## config.mk

```make
export PLATFORM = sky130hd
export DESIGN_NAME = relu16_bwd
export DESIGN_NICKNAME = d
export VERILOG_FILES = /design/src/rtl/relu16_bwd.sv
export SDC_FILE = /design/constraint.sdc
export NUM_CORES = 1
export LEC_CHECK = 0
export CAP_MARGIN = 10
export CORE_ASPECT_RATIO = 0.7
export CORE_UTILIZATION = 49
export DETAILED_ROUTE_END_ITERATION = 12
export PLACE_DENSITY_LB_ADDON = 0.25
export SLEW_MARGIN = 25
export SYNTH_ARGS = -nofsm -noshare
export SYNTH_HDL_FRONTEND = slang
export SYNTH_SLANG_ARGS = --single-unit
```

## constraint.sdc

```tcl
create_clock -name clk -period 8.11 [get_ports clk]
set_input_delay 1.622 -clock clk [delete_from_list [all_inputs] [get_ports clk]]
set_output_delay 1.622 -clock clk [all_outputs]
set_load 0.01 [all_outputs]
```

## src/rtl/relu16_bwd.sv

```systemverilog
// relu16_bwd: forward ReLU stage that records one mask bit per element in a
// small FIFO, then replays those masks in order to gate backward gradients.
module relu16_bwd #(
   parameter int DATA_WIDTH = 16,
   parameter int DEPTH      = 64
) (
   input  logic                          clk,
   input  logic                          rst_n,
   input  logic                          clr,
   input  logic                          fwd_en,
   input  logic signed [DATA_WIDTH-1:0]  fwd_din,
   output logic signed [DATA_WIDTH-1:0]  fwd_dout,
   input  logic                          bwd_valid,
   output logic                          bwd_ready,
   input  logic signed [DATA_WIDTH-1:0]  bwd_grad,
   output logic                          out_valid,
   output logic signed [DATA_WIDTH-1:0]  out_grad,
   output logic [$clog2(DEPTH):0]        mask_count,
   output logic                          full,
   output logic                          empty,
   output logic                          ovf_err,
   output logic                          unf_err
);

   localparam int PW = $clog2(DEPTH);
   localparam int CW = PW + 1;

   // Mask storage and FIFO bookkeeping
   logic [DEPTH-1:0]              mask_mem_q, mask_mem_d;
   logic [PW-1:0]                 wr_ptr_q, wr_ptr_d;
   logic [PW-1:0]                 rd_ptr_q, rd_ptr_d;
   logic [CW-1:0]                 count_q, count_d;

   // Datapath and status registers
   logic signed [DATA_WIDTH-1:0]  fwd_dout_q, fwd_dout_d;
   logic signed [DATA_WIDTH-1:0]  out_grad_q, out_grad_d;
   logic                          out_valid_q, out_valid_d;
   logic                          ovf_err_q, ovf_err_d;
   logic                          unf_err_q, unf_err_d;

   // Handshake decode
   logic                          fwd_mask;
   logic                          rd_mask;
   logic                          pop_raw;
   logic                          push;
   logic                          pop;
   logic                          is_full;
   logic                          is_empty;

   // Status flags, handshake and push/pop qualification; clr suppresses both
   // FIFO operations, and a pop frees the slot a same-cycle push needs at full.
   always_comb begin
      is_empty = (count_q == '0);
      is_full  = (count_q == CW'(DEPTH));
      fwd_mask = !fwd_din[DATA_WIDTH-1] && (fwd_din != '0);
      rd_mask  = mask_mem_q[rd_ptr_q];
      pop_raw  = bwd_valid && !is_empty;
      push     = fwd_en && (!is_full || pop_raw) && !clr;
      pop      = pop_raw && !clr;
   end

   // Next-state for FIFO memory, pointers and occupancy count
   always_comb begin
      mask_mem_d = mask_mem_q;
      wr_ptr_d   = wr_ptr_q;
      rd_ptr_d   = rd_ptr_q;
      count_d    = count_q;
      if (clr) begin
         wr_ptr_d = '0;
         rd_ptr_d = '0;
         count_d  = '0;
      end else begin
         if (push) begin
            mask_mem_d[wr_ptr_q] = fwd_mask;
            wr_ptr_d             = wr_ptr_q + PW'(1);
         end
         if (pop) begin
            rd_ptr_d = rd_ptr_q + PW'(1);
         end
         if (push && !pop) begin
            count_d = count_q + CW'(1);
         end else if (pop && !push) begin
            count_d = count_q - CW'(1);
         end
      end
   end

   // Next-state for forward output, gated gradient and sticky error flags
   always_comb begin
      fwd_dout_d  = fwd_dout_q;
      out_grad_d  = out_grad_q;
      out_valid_d = 1'b0;
      ovf_err_d   = ovf_err_q;
      unf_err_d   = unf_err_q;
      if (fwd_en) begin
         fwd_dout_d = fwd_mask ? fwd_din : '0;
      end
      if (pop) begin
         out_grad_d  = rd_mask ? bwd_grad : '0;
         out_valid_d = 1'b1;
      end
      if (clr) begin
         ovf_err_d = 1'b0;
         unf_err_d = 1'b0;
      end else begin
         if (fwd_en && is_full && !pop_raw) begin
            ovf_err_d = 1'b1;
         end
         if (bwd_valid && is_empty) begin
            unf_err_d = 1'b1;
         end
      end
   end

   // State registers with asynchronous active-low reset
   always_ff @(posedge clk or negedge rst_n) begin
      if (!rst_n) begin
         mask_mem_q  <= '0;
         wr_ptr_q    <= '0;
         rd_ptr_q    <= '0;
         count_q     <= '0;
         fwd_dout_q  <= '0;
         out_grad_q  <= '0;
         out_valid_q <= 1'b0;
         ovf_err_q   <= 1'b0;
         unf_err_q   <= 1'b0;
      end else begin
         mask_mem_q  <= mask_mem_d;
         wr_ptr_q    <= wr_ptr_d;
         rd_ptr_q    <= rd_ptr_d;
         count_q     <= count_d;
         fwd_dout_q  <= fwd_dout_d;
         out_grad_q  <= out_grad_d;
         out_valid_q <= out_valid_d;
         ovf_err_q   <= ovf_err_d;
         unf_err_q   <= unf_err_d;
      end
   end

   // Output wiring
   always_comb begin
      fwd_dout   = fwd_dout_q;
      out_grad   = out_grad_q;
      out_valid  = out_valid_q;
      mask_count = count_q;
      full       = is_full;
      empty      = is_empty;
      bwd_ready  = !is_empty;
      ovf_err    = ovf_err_q;
      unf_err    = unf_err_q;
   end

endmodule

```

After elaboration in Yosys (flattened, before gate mapping)
Cells that the tools add are included.
- multipliers: 0
- add/subtract/negate cells: 4
- $lt $le $gt $ge: 3
- equal/unequal tests: 1
- bitwise gates (word level): 1
- shifts and indexed selects: 0
- reductions and logical operators: 27
- divide/modulo/power cells: 0
- mux-type cells: 19
- operators with widths (kind ; count):
    64-bit bitwise mux ; 1
    16-bit two-way mux ; 2
    6-bit two-way mux ; 4
    7-bit two-way mux ; 3
    16-bit nonzero test ; 1
    6-bit by 7-bit less-than comparator with 1-bit output, second input constant ; 2
    6-bit by 1-bit adder with 6-bit output, second input constant ; 2
    1-bit logical AND ; 11
    2-bit nonzero test ; 4
    7-bit by 1-bit adder with 7-bit output, second input constant ; 1
    7-bit == test, second input constant ; 1
    1-bit zero test ; 7
    7-bit zero test ; 1
    1-bit two-way mux ; 7
    7-bit by 1-bit subtractor with 7-bit output, second input constant ; 1
    1-bit binary-select mux with 6-bit select ; 1
    1-bit demux with 6-bit select ; 1
    6-bit by 1-bit greater-or-equal comparator with 1-bit output, second input constant ; 1
    3-bit nonzero test ; 1
    2-bit AND reduction ; 1
    1-bit logical OR ; 1
    1-bit inverter ; 1
- input bits: 37
- ROM bits: 0
- bits in registers: 118
- memories kept: 0
- latch bits: 0
- RAM bits: 0
- logic and storage cells: 64
- output and inout bits: 45

Longest topological paths before layout
- depth after elaboration: 11
- depth in mapped cells: 11
- mapped depth without buffers: 10

Least setup slack after synthesis
No wires, ideal clock.
- path kind: input-to-reg
- start point: in bwd_valid
- end point: reg count_q[6] (netlist: mask_count[6])
- setup slack: 4.070 ns
- library setup time: 0.125 ns
- data required time: 7.985 ns
- arrival time: 3.915 ns
- buffers on the path: 1
- stages on the path: 11
- cells stage by stage: inv_1 a41o_1 buf_2 or3_1 ha_1 a21oi_1 o21ai_0 a21o_1 a21oi_1 mux2i_1 mux2_2
- word-level cells in the longest chain between the ends: 7
- elaborated cells between the ends (all ways): 12
- those cells by class: mux (2); reduce/logical (10)
- ends and longest elaborated chain (item ; RTL line ; RTL):
    start: declaration ; 13 ; input logic bwd_valid,
    1-bit logical AND (*) ; 57 ; pop_raw = bwd_valid && !is_empty;
    1-bit logical OR ; 58 ; push = fwd_en && (!is_full || pop_raw) && !clr;
    1-bit logical AND (2 in series) ; 58 ;
    1-bit logical AND / 1-bit zero test (equally long branches) ; 80, 82 ;
    7-bit two-way mux / 1-bit logical AND (equally long branches) ; 80, 82 ;
    7-bit two-way mux / 3-bit nonzero test (equally long branches) ; n/a ;
    end signal: assignment ; 131 ; count_q <= count_d;
    end: declaration ; 32 ; logic [CW-1:0] count_q, count_d;
Mark *: on every way between the ends. The rest lies on a longest branch, timed or not.
A chain may end at the register's enable or synchronous reset.

Final worst setup path
- start point: in fwd_en
- end point: reg count_q[6] (netlist: mask_count[6])
- word-level cells in the longest chain between the ends: 5
- elaborated cells between the ends (all ways): 8
- those cells by class: mux (2); reduce/logical (6)
- ends and longest elaborated chain (item ; RTL line ; RTL):
    start: declaration ; 10 ; input logic fwd_en,
    1-bit logical AND (*) (2 in series) ; 58 ;
    1-bit logical AND / 1-bit zero test (equally long branches) ; 80, 82 ;
    7-bit two-way mux / 1-bit logical AND (equally long branches) ; 80, 82 ;
    7-bit two-way mux / 3-bit nonzero test (equally long branches) ; n/a ;
Marks and branches as above.

==> summary.md <==
| Metric | Value |
|---|---|
| Status | finished clean |
| N_diodes | 0 |
| Unrepaired setup endpoints after global routing | false |
| Clk buf depth | 2 |
| Largest net degree at the start of global routing | 66 |
| All-Layer GR Usage | 0.247 |
| Die footprint | 13000 sq um |
| DP HPWL | 9570 um |
| Share of cells above drive strength 1 | 0.162 |
| Critical Path AT | 5.45 ns |
| Data required, critical path | 8.40 ns |
| Vias per inst | 5.76 |
| Adder-Cell Fraction of Synth Area | 0.0196 |
| Routed len/inst | 17.7 um |
| Leakage | 3.27 nW |
| Ports | 82 |
| Initial antenna violation count | 0 |
| First-pass GRT wire length | 24100 um |
| Die Wd | 136 um |
| Final period utilization | 0.636 |
| Postcts setup bufs | 0 |
| Mapped Area | 6130 sq um |
| Placed cells | 797 |
| Total power | 2.11 mW |
| CTS Buf Count | 17 |
| Core area | 11900 sq um |
| Clk_skew | 0.00557 ns |
| Crit end category | flop |
| Worst vdd ir | 0.000155 V |
| Hold Path Class | flop to flop |
| Main synth FF type | dfrtp_1 |
| Netlist cell types | 48 |
| Post-synthesis cell count | 598 |
| Placed inst area | 7010 sq um |
| Input/output buffers | 81 |
| Nets | 705 |
| Clk sinks | 118 |
| Post-synth EDFFs | 0 |
| Layout area overhead | 24.5% |
| DRT Pass-1 Iters | 5 |
| Worst skew pair latency | 0.41 ns |
| Post-Syn Nets | 644 |
| Achievable frequency | 194 MHz |
| Synth async-reset ratio | 1.00 |
| Final WL | 14600 um |
| Final setup vio count | 0 |
| Final core utilization | 0.640 |
| Final Hold Vio Count | 0 |
| Final Max Slew Viols | 0 |
| Hold slack | 0.486 ns |
| Register bit count reported by yosys | 118 |
| Tmin final | 5.16 ns |
| Starting density of the core | 0.514 |
| GRT overflow | 0 |
| RD Place Congestion | 0.858 |
| TritonCTS clock tree | yes |
| Worst-path clk slew | 0.05 ns |
| Simple-Gate Fraction of Synth Area | 0.177 |
| Syn avg cell area | 10.3 sq um |
| Sequential cell area fraction in the yosys report | 0.482 |
| P per Cell Area | 276 nW/um^2 |
| Fin cells | 828 |
| Startpoint types | input port |
| Post-route ant nets | 0 |
| Slew headroom | 0.292 |
| Routed vias | 4768 |
| Main combinational cell family by area after synthesis | simple AND/OR/NAND/NOR gates |
| Largest area contributor in the netlist | dfrtp_1 |
| Synth area leaders | dfrtp_1, mux2_2, mux2i_1 |
| WS Path Type | input port to flop |
| CTS resizes | 0 |
| Setup tns final | 0 ns |
| XOR/XNOR Fraction of Synth Area | 0.0214 |
| Vias in the first global route | 4766 |
| Least-Margin Pin Slew | 1.06 ns |
| Post-layout worst setup margin | 2.95 ns |
| Top cell type's share of synthesized area | 0.482 |
| Mux cell area share after synthesis | 0.175 |
| Cts-stage hold buffer count | 0 |
| CP max FO | 30 |
| Max-Cap Viols | 0 |
| Pre-CTS setup slack | 2.58 ns |
| Final instance area | 7640 sq um |
| Root buffer cell | clkbuf_16 |
| Yosys Warn Count | 0 |
| DR iter-0 viols | 247 |
| Rows | 33 |
| DR DRC count | 0 |
| Post-synthesis compound-gate area fraction | 0.0841 |
| DIE HEIGHT | 95.6 um |
| Number of H-tree levels | 4 |
==> sequential cells by signal, summed over array words and instances (netlist names) <==
register    cells
out_grad       16
mask_count      7
wr_ptr_q        6
ovf_err         1
fwd_dout       16
mask_mem_q     64
out_valid       1
unf_err         1
rd_ptr_q        6
==> per-layer routing <==
layer	GRT usage	wire length, um	vias to the layer above
li1	-	-	2224
met1	0.338	6820	2360
met2	0.385	6640	166
met3	0.0617	992	18
met4	0.0787	175	0
met5	0	0	-
==> final timing paths <==
kind,from,to,slack [ns],cells after the start
min reg2reg,out_grad[0],out_grad[0],0.49,2
min in group asynchronous,rst_n,fwd_dout[11],1.25,1
min,out_grad[0],out_grad[0],0.49,2
max reg2reg,mask_count[2],mask_count[6],4.55,10
max in group asynchronous,rst_n,rd_ptr_q[1],5.52,2
max,fwd_en,mask_count[6],2.95,11
==> Yosys cell counts, types with 2 or more instances <==
cell	n
and3b_1	2
o221ai_1	16
or3_1	2
inv_1	20
and3_1	6
nor4_1	3
or2_2	2
mux2i_1	34
xnor2_1	7
nor3b_1	2
nand2_1	90
and2_1	2
clkbuf_1	27
a21o_1	2
o2bb2ai_1	4
nand4_1	5
nand3_1	28
buf_1	3
dfrtp_1	118
nor2b_1	6
nor3_1	4
mux2_1	4
o31ai_1	5
buf_2	11
a22oi_1	16
nand2b_1	7
nand3b_1	18
ha_1	8
xor2_1	8
a21oi_1	7
nor2_2	3
nor2_1	37
mux2_2	61
o22ai_1	2
o21ai_0	15
==> critical path: stages <==
cell             delay [ns]
clkdlybuf4s50_1        1.04
inv_1                  0.26
a41o_1                 0.41
or3_1                  0.50
ha_1                   0.36
a21oi_1                0.12
o21ai_0                0.16
a21o_1                 0.22
a21oi_1                0.19
mux2i_1                0.22
mux2_2                 0.35
==> area by class of cell <==
class                   count  area (sq um)
clock buffers              20           447
clock inverters            11           180
fillers                   911          4300
inverters                  21          78.8
multi-input cells         417          2950
flip-flops and latches    118          2950
well taps                 157           196
repair buffers             84           831
==> power by group <==
group / switching [mW] / internal (mW) / leakage [nW] / total (mW)
clock: 0.254 / 0.547 / 0.313 / 0.801
sequential: 0.0801 / 0.668 / 1.60 / 0.748
combinational: 0.284 / 0.279 / 1.36 / 0.562
==> cell families after synthesis <==
group / Yosys count
adder cells (fa/ha/maj): 9
flip-flops: 118
XOR/XNOR: 15
buffers and inverters: 63
AO/OA/AOI/OAI: 72
AND/OR/NAND/NOR: 222
multiplexers: 99
==> placed cells by master (no fill, tap or decap), drive strengths merged, types with 18 or more instances in the layout <==
cell,netlist,routed
clkbuf,27,20
nand2,90,90
mux2,65,65
mux2i,34,34
inv,21,21
nor2,40,40
nand3b,18,18
nand3,28,28
clkdlybuf4s50,0,80
dfrtp,118,118
(Power assumes the default switching activity.)
